**src/rtl/hex_led_arbiter.sv**
```systemverilog
// Two-requester arbiter for the 6-digit hex display with a minimum dwell per owner.
// Optional leading-zero blanking of hex_blank is enabled by defining HEX_LZB_EN.
module hex_led_arbiter #(
   parameter int DIGITS      = 6,
   parameter int HOLD_CYCLES = 50000000,
   parameter int CNT_WIDTH   = 26
) (
   input  logic                  clk,
   input  logic                  reset_n,
   input  logic                  req0_valid,
   input  logic [4*DIGITS-1:0]   req0_data,
   output logic                  req0_ready,
   input  logic                  req1_valid,
   input  logic [4*DIGITS-1:0]   req1_data,
   output logic                  req1_ready,
   output logic [4*DIGITS-1:0]   hex_led,
   output logic [DIGITS-1:0]     hex_blank,
   output logic                  owner,
   output logic                  busy
);

   localparam int DW = 4*DIGITS;
   localparam logic [CNT_WIDTH-1:0] HOLD_LOAD = CNT_WIDTH'(HOLD_CYCLES - 1);

   typedef enum logic [1:0] {
      IDLE  = 2'd0,
      DWELL = 2'd1,
      OPEN  = 2'd2
   } state_t;

   state_t               state;
   logic [CNT_WIDTH-1:0] counter;
   logic                 xfer0;
   logic                 xfer1;
   logic                 xfer_any;
   logic [DW-1:0]        xfer_data;

   // In OPEN the non-owner wins ties so a waiting source is never starved.
   always_comb begin
      req0_ready = 1'b0;
      req1_ready = 1'b0;
      case (state)
         IDLE: begin
            req0_ready = 1'b1;
            req1_ready = ~req0_valid;
         end
         DWELL: begin
            req0_ready = ~owner;
            req1_ready = owner;
         end
         OPEN: begin
            if (owner) begin
               req0_ready = 1'b1;
               req1_ready = ~req0_valid;
            end else begin
               req1_ready = 1'b1;
               req0_ready = ~req1_valid;
            end
         end
         default: begin
            req0_ready = 1'b0;
            req1_ready = 1'b0;
         end
      endcase
   end

   assign xfer0     = req0_valid & req0_ready;
   assign xfer1     = req1_valid & req1_ready;
   assign xfer_any  = xfer0 | xfer1;
   assign xfer_data = xfer1 ? req1_data : req0_data;

   always_ff @(posedge clk or negedge reset_n) begin
      if (!reset_n) begin
         state   <= IDLE;
         counter <= '0;
         hex_led <= '0;
         owner   <= 1'b0;
         busy    <= 1'b0;
      end else begin
         case (state)
            IDLE, OPEN: begin
               if (xfer_any) begin
                  hex_led <= xfer_data;
                  owner   <= xfer1;
                  counter <= HOLD_LOAD;
                  state   <= DWELL;
                  busy    <= 1'b1;
               end
            end
            DWELL: begin
               // Owner writes refresh the value but never extend the dwell.
               if (xfer_any) begin
                  hex_led <= xfer_data;
               end
               if (counter == '0) begin
                  state <= OPEN;
                  busy  <= 1'b0;
               end else begin
                  counter <= counter - 1'b1;
               end
            end
            default: begin
               state <= IDLE;
               busy  <= 1'b0;
            end
         endcase
      end
   end

`ifdef HEX_LZB_EN
   // Digit i is blanked when it and every more significant digit are zero; digit 0 always shows.
   function automatic logic [DIGITS-1:0] lzb_mask(input logic [DW-1:0] value);
      logic              run;
      logic [DIGITS-1:0] mask;
      run  = 1'b1;
      mask = '0;
      for (int unsigned i = DIGITS; i > 0; i--) begin
         run         = run & (value[4*(i-1) +: 4] == 4'h0);
         mask[i-1]   = run & (i != 1);
      end
      return mask;
   endfunction

   always_ff @(posedge clk or negedge reset_n) begin
      if (!reset_n) begin
         hex_blank <= '0;
      end else if (xfer_any) begin
         hex_blank <= lzb_mask(xfer_data);
      end
   end
`else
   assign hex_blank = '0;
`endif

endmodule

```
**config.mk**
```make
export PLATFORM = sky130hd
export DESIGN_NAME = hex_led_arbiter
export DESIGN_NICKNAME = d
export VERILOG_FILES = /design/src/rtl/hex_led_arbiter.sv
export SDC_FILE = /design/constraint.sdc
export NUM_CORES = 1
export LEC_CHECK = 0
export CAP_MARGIN = 20
export CELL_PAD_IN_SITES_DETAIL_PLACEMENT = 0
export CELL_PAD_IN_SITES_GLOBAL_PLACEMENT = 2
export CORE_UTILIZATION = 25
export DETAILED_ROUTE_END_ITERATION = 8
export PLACE_DENSITY = 0.82
export SYNTH_ARGS = -nofsm -noshare
export SYNTH_HDL_FRONTEND = slang
export SYNTH_SLANG_ARGS = --single-unit
```
**constraint.sdc**
```tcl
create_clock -name clk -period 2.7 [get_ports clk]
set_clock_uncertainty 0.15 [all_clocks]
set_input_delay 0.405 -clock clk [delete_from_list [all_inputs] [get_ports clk]]
set_output_delay 0.405 -clock clk [all_outputs]
set_load 0.03 [all_outputs]
```
==> flow_metrics.py <==
metrics = {
    "clock_network": {
        "cts.clk_slew.worst_paths_ns": 0.10,
        "cts_setup_buffers": 0,
        "cts_buffers": 5,
        "clockBufferDepth": 2,
        "cts.sinks": 54,
        "cts_tree": "yes",
        "cts_htree_levels": 2,
        "clock_latency_ns": 0.31,
        "cts_root_buffer": "clkbuf_8",
    },
    "global_routing": {
        "grt_pass1_wl_mm": 11.9,
        "antenna_found_initial": 0,
        "grt.overflow.total": 0,
        "grt_use_total_pct": 13.1,
        "grt_max_degree": 49,
        "grt_pass1_vias": 2388,
    },
    "route": {
        "drt_iter0_drc": 123,
        "ant_nets": 0,
        "drt_wl_total_mm": 7.36,
        "vias": 2524,
        "drcViolationCount": 0,
        "firstDrtPassIters": 5,
        "avgViaCountPerCell": 4.85,
        "routedWlPerCell_um": 14.2,
    },
    "synth": {
        "ys_seq_elements": 54,
        "yosysWarnings": 0,
        "synth_edf_count": 0,
        "synthArstFlopShare_pct": 100,
        "yosys-top-cells-area": "dfrtp_1 (49%), mux2i_1 (9.0%), o21ai_0 (5.1%), nand2_1 (4.6%), or4_1 (3.2%)",
        "yosysTopAreaCellShare_pct": 48.7,
        "syn_inst": 284,
        "synth_compound_area_share_pct": 16.7,
        "netlist_area_mm2": 0.00277,
        "synth.yosys.seq_area_share_pct": 48.7,
        "synthAdderAreaFrac_pct": 0.451,
        "yosysTopAreaCell": "dfrtp_1",
        "synthDistinctLibCells": 43,
        "synth_top_family_by_area": "simple AND/OR/NAND/NOR gates",
        "synth-xor-area-share_pct": 0.316,
        "synthMuxAreaShare_pct": 9.02,
        "dominantRegCellSynth": "dfrtp_1",
        "synth_area_per_cell_um2": 9.77,
        "synth-simple-area-share_pct": 19.7,
    },
    "power": {
        "vdd_drop_max_mv": 0.205,
        "p_int_mw": 1.39,
        "p_seq_share_pct": 50.0,
        "switching_share_pct": 31.6,
        "leakage_nw": 1.53,
        "p_total_mw": 2.03,
        "switchingPower_mw": 0.643,
        "p_comb_share_pct": 28.0,
        "p_per_area_mw_per_mm2": 514,
        "clockPowerShare_pct": 22.0,
    },
    "timing": {
        "drv_slew": 0,
        "rsz0062_at_grt": "false",
        "post-route-min-period_ns": 2.63,
        "max-slew-margin-rel_pct": 60.0,
        "holdWs_ns": 0.321,
        "fmax_ghz": 0.381,
        "finalHoldViolations": 0,
        "worst_slew_pin_slew_ns": 0.600,
        "period_share_pct": 97.3,
        "setup_viol": 0,
    },
    "floorplan": {
        "start_util_pct": 25.6,
        "chipWidth_um": 107,
        "rows": 38,
        "die-area_mm2": 0.0115,
        "top_level_ports": 86,
        "die_y_um": 107,
        "core-area_mm2": 0.0108,
    },
    "flow_run": {
        "maxCapViolCount": 0,
    },
    "cells_and_area": {
        "diodes": 0,
        "layout_common_cells": "clkdlybuf4s50_1 (78), dfrtp_1 (54), nand2_1 (34)",
        "nets": 432,
        "final_common_cell": "clkdlybuf4s50_1",
        "syn2layout_area_growth_pct": 42.7,
        "drive_gt1_share_pct": 11.3,
    },
    "place": {
        "portBuffers": 79,
        "dp_hpwl_mm": 5.25,
        "gp_congestion": 0.729,
    },
    "worst_setup_path": {
        "cp-end-kind": "flip-flop",
        "required_ns": 2.79,
        "worstPathArrival_ns": 2.72,
        "cp_max_fo": 8,
        "critPathKind": "flip-flop to flip-flop",
        "worst_setup_path_start_kind": "flip-flop",
    },
    "outcome": {
        "outcome": "finished, final reports clean",
    },
    "min_path": {
        "hold_class": "input port to async pin",
    },
}
## per-layer routing
layer	up-vias	track usage, %	wire, um
li1	1247	-	-
met1	1193	16.9	3390
met2	72	22.5	3610
met3	12	2.18	252
met4	0	3.62	112
met5	-	0	0
## final timing paths
path / cells after the start / from / slack (ns) / end
worst min-delay path: 2 / reset_n / 0.32 / hex_led[2]$_DFFE_PN0P_
min in group clk: 1 / counter[16]$_DFFE_PN0P_ / 0.37 / counter[16]$_DFFE_PN0P_
max in group asynchronous: 3 / reset_n / 1.24 / counter[11]$_DFFE_PN0P_
worst max register to register: 5 / counter[1]$_DFFE_PN0P_ / 0.07 / counter[17]$_DFFE_PN0P_
worst min register to register: 1 / counter[16]$_DFFE_PN0P_ / 0.37 / counter[16]$_DFFE_PN0P_
worst max-delay path: 5 / counter[1]$_DFFE_PN0P_ / 0.07 / counter[17]$_DFFE_PN0P_
## worst max-delay path, stage by stage, from the launching register on
cell	delay (ns)
dfrtp_1	0.38
or4_4	0.53
or4_4	0.49
or4_4	0.49
or4_4	0.43
nand3_1	0.09
## kinds of logic (layout without fill, tap and decap cells)
| kind of cell | Yosys count | in the layout |
|---|---|---|
| buffers and inverters | 27 | 118 |
| and+or+nand+nor | 102 | 102 |
| AOI/OAI and AO/OA | 73 | 73 |
| other | 1 | 6 |
| muxes | 25 | 25 |
| DFF | 54 | 54 |
| xor gates and xnor gates | 1 | 1 |
| adders and majority gates | 1 | 1 |
## power groups by stage
stage          sequential (mW)  clock [mW]  combinational [mW]
2_1_floorplan             1.10           0               0.230
3_3_place_gp              1.03           0               0.560
3_5_place_dp              1.03           0               0.571
4_1_cts                   1.02       0.479               0.574
5_1_grt                   1.04       0.507               0.619
6_report                  1.02       0.447               0.569
## through the flow
stage	setup TNS [ns]	utilization (%)	cell area, um^2	cells	setup WS, ns
2_1_floorplan	-0.161	-	2790	289	-0.0539
3_3_place_gp	0	35.5	3840	511	0.0268
3_5_place_dp	0	35.5	3840	511	0.000215
4_1_cts	0	36.4	3940	520	0.0472
5_1_grt	0	36.5	3960	520	0.00634
6_report	0	36.5	3960	520	0.0740
## synth_stat cells, types with 2 or more instances
| master | count |
|---|---|
| dfrtp_1 | 54 |
| nand2_1 | 34 |
| o21ai_0 | 28 |
| mux2i_1 | 25 |
| nor2_1 | 13 |
| or4_1 | 12 |
| clkbuf_1 | 8 |
| o31ai_1 | 8 |
| a31oi_1 | 7 |
| buf_4 | 7 |
| inv_1 | 7 |
| nand3_1 | 7 |
| nor4_1 | 7 |
| or3_1 | 7 |
| a21oi_1 | 6 |
| nand4_1 | 5 |
| a211oi_1 | 4 |
| nor3_1 | 4 |
| o41ai_1 | 4 |
| o211ai_1 | 3 |
| o21ai_1 | 3 |
| o31a_1 | 3 |
| and4_1 | 2 |
| buf_1 | 2 |
| buf_2 | 2 |
| nand4b_1 | 2 |
| nor2b_1 | 2 |
| or2_2 | 2 |
| or4_4 | 2 |
## state kept, by name, summed over array words and instances, names as in the netlist
signal   count
owner        1
busy         1
counter     26
hex_led     24
state        2
## area by class of cell
| cell class | count | area (um^2) |
|---|---|---|
| well taps | 140 | 175 |
| clock inverters | 2 | 13.8 |
| flip-flops and latches | 54 | 1350 |
| fillers | 1090 | 6880 |
| repair buffers | 103 | 985 |
| inverters | 7 | 26.3 |
| multi-input cells | 208 | 1340 |
| clock buffers | 6 | 72.6 |
## repair_timing
action | in CTS | in global routing
gates cloned | 0 | 0
setup endpoints to repair | 3 | 13
hold endpoints to repair | 7 | 0
resized for setup | 1 | 4
hold buffers | 1 | 0
Note: power is estimated with default switching activity, not from simulation.
